$ cat src/rtl/serial_tx_pkg.sv
// Shared types and line levels for the serial_tx framed transmitter.
package serial_tx_pkg;

  typedef enum logic [2:0] {
    IDLE,
    START,
    DATA,
    PARITY,
    STOP
  } state_t;

  localparam logic IDLE_LEVEL  = 1'b1;
  localparam logic START_LEVEL = 1'b0;
  localparam logic STOP_LEVEL  = 1'b1;

endpackage

$ cat src/rtl/serial_tx_bit_timer.sv
// Per-bit cycle counter: counts 0..CLKS_PER_BIT-1 on enabled cycles and
// flags the last cycle of each serial bit.
module bit_timer #(
  parameter int CLKS_PER_BIT = 4
) (
  input  logic clk,
  input  logic rst,
  input  logic en_n,
  input  logic restart,
  output logic bit_done
);

  // Keep at least one counter bit so CLKS_PER_BIT=1 still elaborates.
  localparam int CNT_W = (CLKS_PER_BIT > 1) ? $clog2(CLKS_PER_BIT) : 1;
  localparam logic [CNT_W-1:0] LAST = CNT_W'(CLKS_PER_BIT - 1);

  logic [CNT_W-1:0] r_cnt;

  assign bit_done = (r_cnt == LAST) && !en_n;

  always_ff @(posedge clk) begin
    if (rst) begin
      r_cnt <= '0;
    end else if (!en_n) begin
      if (restart || (r_cnt == LAST)) r_cnt <= '0;
      else                            r_cnt <= r_cnt + 1'b1;
    end
  end

endmodule

$ cat src/rtl/serial_tx.sv
// Framed parallel-in/serial-out transmitter, LSB first, idle-high line.
// Define SERIAL_TX_PARITY_EN to insert an even-parity bit before the stop bit.
module serial_tx
  import serial_tx_pkg::*;
#(
  parameter int DATA_W       = 8,
  parameter int CLKS_PER_BIT = 4
) (
  input  logic              clk,
  input  logic              rst,
  input  logic              en_n,
  input  logic              tx_valid,
  input  logic [DATA_W-1:0] tx_data,
  output logic              tx_ready,
  output logic              tx_line,
  output logic              busy
);

  localparam int BC_W = $clog2(DATA_W + 1);
  localparam logic [BC_W-1:0] LAST_BIT = BC_W'(DATA_W - 1);

  state_t            r_state;
  state_t            w_next;
  logic [DATA_W-1:0] r_shift;
  logic [BC_W-1:0]   r_bit_cnt;
  logic              r_tx_line;
  logic              w_level;
  logic              w_bit_done;
  logic              w_accept;
`ifdef SERIAL_TX_PARITY_EN
  logic              r_parity;
`endif

  assign w_accept = (r_state == IDLE) && tx_valid && !en_n;
  assign tx_ready = (r_state == IDLE);
  assign busy     = (r_state != IDLE);
  assign tx_line  = r_tx_line;

  // The timer is held at zero while idle so every frame starts on a fresh bit.
  bit_timer #(
    .CLKS_PER_BIT(CLKS_PER_BIT)
  ) u_bit_timer (
    .clk     (clk),
    .rst     (rst),
    .en_n    (en_n),
    .restart (r_state == IDLE),
    .bit_done(w_bit_done)
  );

  always_ff @(posedge clk) begin
    if (rst)        r_state <= IDLE;
    else if (!en_n) r_state <= w_next;
  end

  always_comb begin
    w_next  = r_state;
    w_level = IDLE_LEVEL;
    case (r_state)
      IDLE: begin
        w_level = IDLE_LEVEL;
        if (tx_valid) w_next = START;
      end
      START: begin
        w_level = START_LEVEL;
        if (w_bit_done) w_next = DATA;
      end
      DATA: begin
        w_level = r_shift[0];
        if (w_bit_done && (r_bit_cnt == LAST_BIT)) begin
`ifdef SERIAL_TX_PARITY_EN
          w_next = PARITY;
`else
          w_next = STOP;
`endif
        end
      end
`ifdef SERIAL_TX_PARITY_EN
      PARITY: begin
        w_level = r_parity;
        if (w_bit_done) w_next = STOP;
      end
`endif
      STOP: begin
        w_level = STOP_LEVEL;
        if (w_bit_done) w_next = IDLE;
      end
      default: begin
        w_next  = IDLE;
        w_level = IDLE_LEVEL;
      end
    endcase
  end

  // The line register follows the current state, so it lags state by one edge.
  always_ff @(posedge clk) begin
    if (rst) begin
      r_shift   <= '0;
      r_bit_cnt <= '0;
      r_tx_line <= IDLE_LEVEL;
`ifdef SERIAL_TX_PARITY_EN
      r_parity  <= 1'b0;
`endif
    end else if (!en_n) begin
      r_tx_line <= w_level;
      if (w_accept) begin
        r_shift   <= tx_data;
        r_bit_cnt <= '0;
`ifdef SERIAL_TX_PARITY_EN
        r_parity  <= ^tx_data;
`endif
      end else if ((r_state == DATA) && w_bit_done) begin
        r_shift   <= r_shift >> 1;
        r_bit_cnt <= r_bit_cnt + 1'b1;
      end
    end
  end

endmodule

$ cat config.mk
export PLATFORM = sky130hd
export DESIGN_NAME = serial_tx
export DESIGN_NICKNAME = d
export VERILOG_FILES = /design/src/rtl/serial_tx_pkg.sv /design/src/rtl/serial_tx_bit_timer.sv /design/src/rtl/serial_tx.sv
export SDC_FILE = /design/constraint.sdc
export NUM_CORES = 1
export LEC_CHECK = 0
export ABC_AREA = 1
export CAP_MARGIN = 20
export CORE_MARGIN = 10
export CORE_UTILIZATION = 35
export CTS_CLUSTER_DIAMETER = 50
export DETAILED_ROUTE_END_ITERATION = 10
export SLEW_MARGIN = 20
export SYNTH_ARGS = -nofsm -noshare
export SYNTH_HDL_FRONTEND = slang
export SYNTH_SLANG_ARGS = --single-unit
$ cat constraint.sdc
create_clock -name clk -period 2.1 [get_ports clk]
set_clock_uncertainty 0.1 [all_clocks]
set_input_delay 0.42 -clock clk [delete_from_list [all_inputs] [get_ports clk]]
set_output_delay 0.42 -clock clk [all_outputs]
set_load 0.01 [all_outputs]
==> metrics, run 1 <==
Ant. Diodes=0; initial antenna violation count=0; Final TNS setup=0 ns; grt total ovfl=0; Post-DRT Antenna Nets=0; initial core utilization=0.3620; Die ar.=5320 um2; final WL=between 1500 and 2000 um; number of placed instances, taps included=around 180; WS Path Type=register to output pin; FMAX=~520 MHz; vias in the first global route=about 880; post-synthesis mux area share=0; non-filler cells, final=about 190; Post-Syn Instances=around 140; Power Internal=approximately 0.00073 W; DRC Markers=0; Post-Syn Area=about 980 um2; Chip Width=72.94 um; Critical Path End Type=output pin; root buffer cell=clkbuf_4; Port Buffer Count=14; post-synth cell types=23; crit path DAT=1.41 ns; ys flop type=dfxtp_1; Core Area=between 2000 and 3000 um2; fraction of registers with async set/reset=0; Worst IR Drop VDD=around 550 uV; Worst Reg2Reg Path Length in Cells=10; complex-gate fraction of the synthesized area=0.08929; later-pin clock latency in the skew report=between 0.2 and 0.3 ns; dominant cell type by area after synthesis=dfxtp_1; hold path cells=2; vias=890; status=finished, final reports clean; I/O pin count=15; simple-gate share of the synthesized area=0.3929; max-capacitance violation count=0; largest net degree at the start of global routing=11; share of layout cells above drive strength 1=0.1474; Pre-antenna DRT Iters=4; DR vias/cell=4.759; # clock sinks=18; # Post-CTS Setup Buffers=0; Sw Share=0.4012; Critical Path Fanout Max=5; TritonCTS clock tree=yes; crit path launch type=register; GRT Total Usage=0.08115; worst slew pin tran=0.2580 ns; sequential fraction of design power=0.362; Slew Limit Fails=0; Final period util=0.9196; Pwr Density=approximately 1000 nW/um2; largest family of logic cells by synthesized area=simple AND/OR/NAND/NOR gates; cts bufs inserted=3; Layout Nets=approximately 170; WL/cell=about 11 um; row count=19; P_sw=0.0004877 W; Logic pwr share=0.461; register area share after synthesis=0.3673; CTS max path bufs=2; worst path required time=~1.6 ns; Post-synth EDFFs=0; top post-synthesis cells by count=48 x nand2_1, 18 x dfxtp_1, 15 x inv_1, 13 x nor2_1; Avg Synthesized Cell Area=~7 um2; Post-Synth XOR/XNOR Area=0; endpoints failing setup=0; clock power share=0.178; syn nets=151; Slew headroom=0.8267; Hold Violations, Final=0; hold slack=0.3685 ns; H-tree levels=1; YS warnings=0; GPL Wtd Cong=between 0.7 and 0.8; Worst Hold Class=register to register; area grow syn2layout=20.41%; first-pass GRT wire length=between 3000 and 4000 um; leakage=approximately 0.59 nW; Area contributors post-synth=dfxtp_1 37%, nand2_1 18%, nor2_8 6.1%; top-count cell post-synth=nand2_1; RSZ-0062 raised after global routing=no; Period minus WS final=about 1.9 ns; Yosys top cell area share=0.3673; Synth Area in Adders=0.02551; clk slew on worst S/H paths=~0.11 ns; hpwl dp=between 1500 and 2000 um; Die Y=72.94 um; Seq cells post-synth=18; First DRT Iteration DRCs=17
[path summary, 6_finish.rpt]
kind,start,end,slack [ns]
max,r_state[1],busy,0.17
min,r_shift[7],r_shift[7],0.37
max reg2reg,u_bit_timer.r_cnt[0],r_bit_cnt[2],0.55
min reg2reg,r_shift[7],r_shift[7],0.37
[critical path, cell delays in order, from the launching register on]
cell and delay [ns]:
dfxtp_1 0.40, nor2_2 0.07, nand2_4 0.11, clkdlybuf4s50_1 0.55
[layout by cell type (no fill, tap or decap), types with 2 or more instances in the layout]
| cell | synthesis | final |
|---|---|---|
| clkbuf_4 | 0 | 3 |
| inv_1 | 15 | 15 |
| nand2_1 | 48 | 48 |
| ha_1 | 2 | 2 |
| o21ai_1 | 2 | 2 |
| buf_4 | 0 | 2 |
| nand2_4 | 2 | 2 |
| clkdlybuf4s50_1 | 0 | 13 |
| nor2_1 | 13 | 13 |
| a21oi_1 | 8 | 8 |
| dfxtp_1 | 18 | 18 |
| nor2_8 | 3 | 3 |
| o21ai_0 | 2 | 2 |
| nand3_1 | 8 | 8 |
| inv_2 | 5 | 5 |
[cells by family (layout without fill, tap and decap cells)]
logic type	count (synthesis)	count (layout)
AND/OR/NAND/NOR	79	79
buffers and inverters	23	42
flip-flops	18	18
AO/OA/AOI/OAI	15	15
adder cells (fa/ha/maj)	2	2
[per-stage QoR]
stage               total power (W)  setup WS, ns  instance area [um2]    util
floorplan                 0.0008515        0.7513                980.9       -
global placement           0.001007        0.2102                 1142  0.4215
detailed placement         0.001021        0.1651                 1142  0.4215
CTS                        0.001247       0.01978                 1179  0.4349
global route               0.001328       0.07222                 1181  0.4358
finish                     0.001216        0.1688                 1181  0.4358
[registers in the layout (all words and copies together) (netlist names)]
name / cells
u_bit_timer.r_cnt: 2
r_state: 3
tx_line: 1
r_bit_cnt: 4
r_shift: 8
[power by group through the flow]
stage | Combinational [W] | Sequential, W | Clock [W]
floorplan | 0.000411 | 0.000440 | 0
global placement | 0.000561 | 0.000446 | 0
detailed placement | 0.000572 | 0.000449 | 0
CTS | 0.000576 | 0.000441 | 0.000230
global route | 0.000641 | 0.000448 | 0.000240
finish | 0.000560 | 0.000440 | 0.000216
[repair_timing]
item,CTS,global route
hold buffers,0,0
resized for setup,0,1
setup endpoints to repair,0,1
[layout make-up]
cell class	instances	area (um2)
flip-flops and latches	18	360.3
inverters	22	90.09
multi-input cells	96	498.0
well taps	31	38.79
clock buffers	4	36.28
repair buffers	16	157.7
fillers	295	1529
[metal layers]
layer / wire (um) / vias up / part of all wire / global-route usage
li1: - / 459 / - / -
met1: 905 / 410 / 0.45 / 0.08692
met3: 88 / 2 / 0.044 / 0.03401
met2: 987 / 19 / 0.49 / 0.1416
met5: 0 / - / 0 / 0
met4: 17 / 0 / 0.0085 / 0.02321
No activity file was read; power rests on OpenSTA's default activity.
==> run 2: changes to the inputs <==
CORE_UTILIZATION = 56   (was 35)
PLACE_DENSITY = 0.82   (was default)
==> metrics, run 2 (synthesis gave the netlist of run 1 again) <==
status=finished, final reports clean; initial core utilization=0.5807 (+0.2188); area grow syn2layout=18.37%; Period minus WS final=1.966 ns (+0.03470 ns); sequential fraction of design power=0.362 (about the same); Worst IR Drop VDD=797.1 uV (+46%); root buffer cell=clkbuf_4; GR Util met3=0.02439 (-0.009623); Regs by FF count=r_shift x8, r_bit_cnt x4, r_state x3; RSZ-0062 raised after global routing=no; Worst Hold Class=register to register; Layout Nets=170 (-0.58%); Filler cells=153 (-48%); share of layout cells above drive strength 1=0.1419 (-0.005500); Multi-input gate area=503.0 um2 (+1.0%); GRT Total Usage=0.1078 (+0.02668); P_sw=0.0004960 W (+1.7%); Reg area=360.3 um2 (unchanged); cts bufs inserted=3 (unchanged); GR met2 Demand/Resource=0.2035 (+0.06190); number of flip-flops in the largest register=8 (unchanged); Slew Limit Fails=0 (unchanged); Port Buffer Count=14 (unchanged); clock power share=0.176 (-0.002); later-pin clock latency in the skew report=0.30 ns (about the same); initial antenna violation count=0 (unchanged); Final period util=0.9361 (+0.01652); worst path required time=1.58 ns (about the same); First DRT Iteration DRCs=11 (-6); # clock sinks=18 (unchanged); grt total ovfl=0 (unchanged); Die Y=61.86 um (-15%); Final TNS setup=0 ns (unchanged); commonest non-fill, non-tap cell in the layout=nand2_1; crit path launch type=register; final core utilization=0.6874 (+0.2516); clk slew on worst S/H paths=0.10 ns (about the same); vias=866 (-2.7%); Sw Share=0.4040 (+0.002790); endpoints failing setup=0 (unchanged); CTS max path bufs=2 (unchanged); most frequent cells in the layout=48 x nand2_1, 18 x dfxtp_1, 15 x inv_1; placed cell areas=1117 um2 (-2.2%); max-capacitance violation count=0 (unchanged); Logic pwr share=0.462 (about the same); hpwl dp=1570 um (-3.1%); Hold Violations, Final=0 (unchanged); GPL Wtd Cong=0.8144 (+1.9%); first-pass GRT wire length=3174 um (-10%); Critical Path Fanout Max=5 (unchanged); I/O pin count=15 (unchanged); Chip Width=61.86 um (-15%); Slew headroom=0.8029 (-0.02377); Post-DRT Antenna Nets=0 (unchanged); Biggest register=r_shift; cts hold-fix bufs=0 (unchanged); H-tree levels=1 (unchanged); WS Path Type=register to output pin; crit path DAT=1.45 ns (+0.04 ns); Die ar.=3826 um2 (-28%); Pwr Density=1057 nW/um2 (+2.7%); final std cell area, no fill=1161 um2 (-1.7%); row count=15 (-4); largest net degree at the start of global routing=11 (unchanged); grt peak-use layer=met2; Critical Path End Type=output pin; FMAX=508.7 MHz (-1.8%); Ant. Diodes=0 (unchanged); DRC Markers=0 (unchanged); leakage=0.5870 nW (-0.52%); TritonCTS clock tree=yes; grt met1 use=0.1131 (+0.02615); hold slack=0.3748 ns (+0.006249 ns); vias in the first global route=803 (-8.9%); Pre-antenna DRT Iters=4 (unchanged); WL/cell=11.02 um (+3.2%); Power Internal=0.0007317 W (+0.52%); final total power=0.001228 W (+0.99%); Core Area=1689 um2 (-38%); DR vias/cell=5.035 (+5.8%); final WL=1896 um (-5.1%); worst slew pin tran=0.2953 ns (+0.03731 ns)
==> run 2: cell count changes in the layout (fill, tap and decap cells not counted) <==
cell	delta
nor2_4	+1
nor2_2	-1
buf_4	-1
==> run 2: repair_timing <==
| item | in CTS | in global routing |
|---|---|---|
| buffers inserted | 0 | 0 |
| endpoints found under the setup margin | 1 | 1 |
| gates resized for setup | 0 | 2 |
| hold endpoints to repair | 0 | 0 |
| cloned | 0 | 0 |
| pin swaps | 1 | 0 |
==> run 2: critical path, cell delays in order, from the launching register on <==
cell             delay (ns)
dfxtp_1                0.42
nor2_4                 0.06
nand2_4                0.11
clkdlybuf4s50_1        0.55
==> run 2: path summary, 6_finish.rpt <==
check / startpoint / endpoint / slack, ns / depth (start not counted)
max: r_state[1] / busy / 0.13 / 3
min: r_shift[3] / r_shift[3] / 0.37 / 2
max reg2reg: u_bit_timer.r_cnt[0] / r_shift[6] / 0.60 / 10
min reg2reg: r_shift[3] / r_shift[3] / 0.37 / 2
==> run 2: routing by layer <==
metal  wire, um  vias to the layer above
met2        955                       14
met1        844                      389
met5          0                        -
met4         24                        0
met3         71                        3
li1           -                      460
==> run 2: power groups by stage <==
stage	clock network [W]	registers [W]	logic [W]
global placement	0	0.000445	0.000551
finish	0.000216	0.000444	0.000567
floorplan	0	0.000440	0.000411
CTS	0.000221	0.000440	0.000573
global route	0.000231	0.000451	0.000639
detailed placement	0	0.000448	0.000570
==> run 2: per-stage QoR <==
step,instances,setup slack (ns)
finish,172,0.1341
global route,172,0.07400
CTS,172,0.01651
detailed placement,168,0.1522
global placement,168,0.2147
floorplan,137,0.7513
==> run 2: final cells by class <==
type	instances	area share
multi-input combinational	96	0.4332
sequential	18	0.3103
timing repair buffer	15	0.1293
inverter	22	0.07759
clock buffer	4	0.03125
tap	17	0.01832
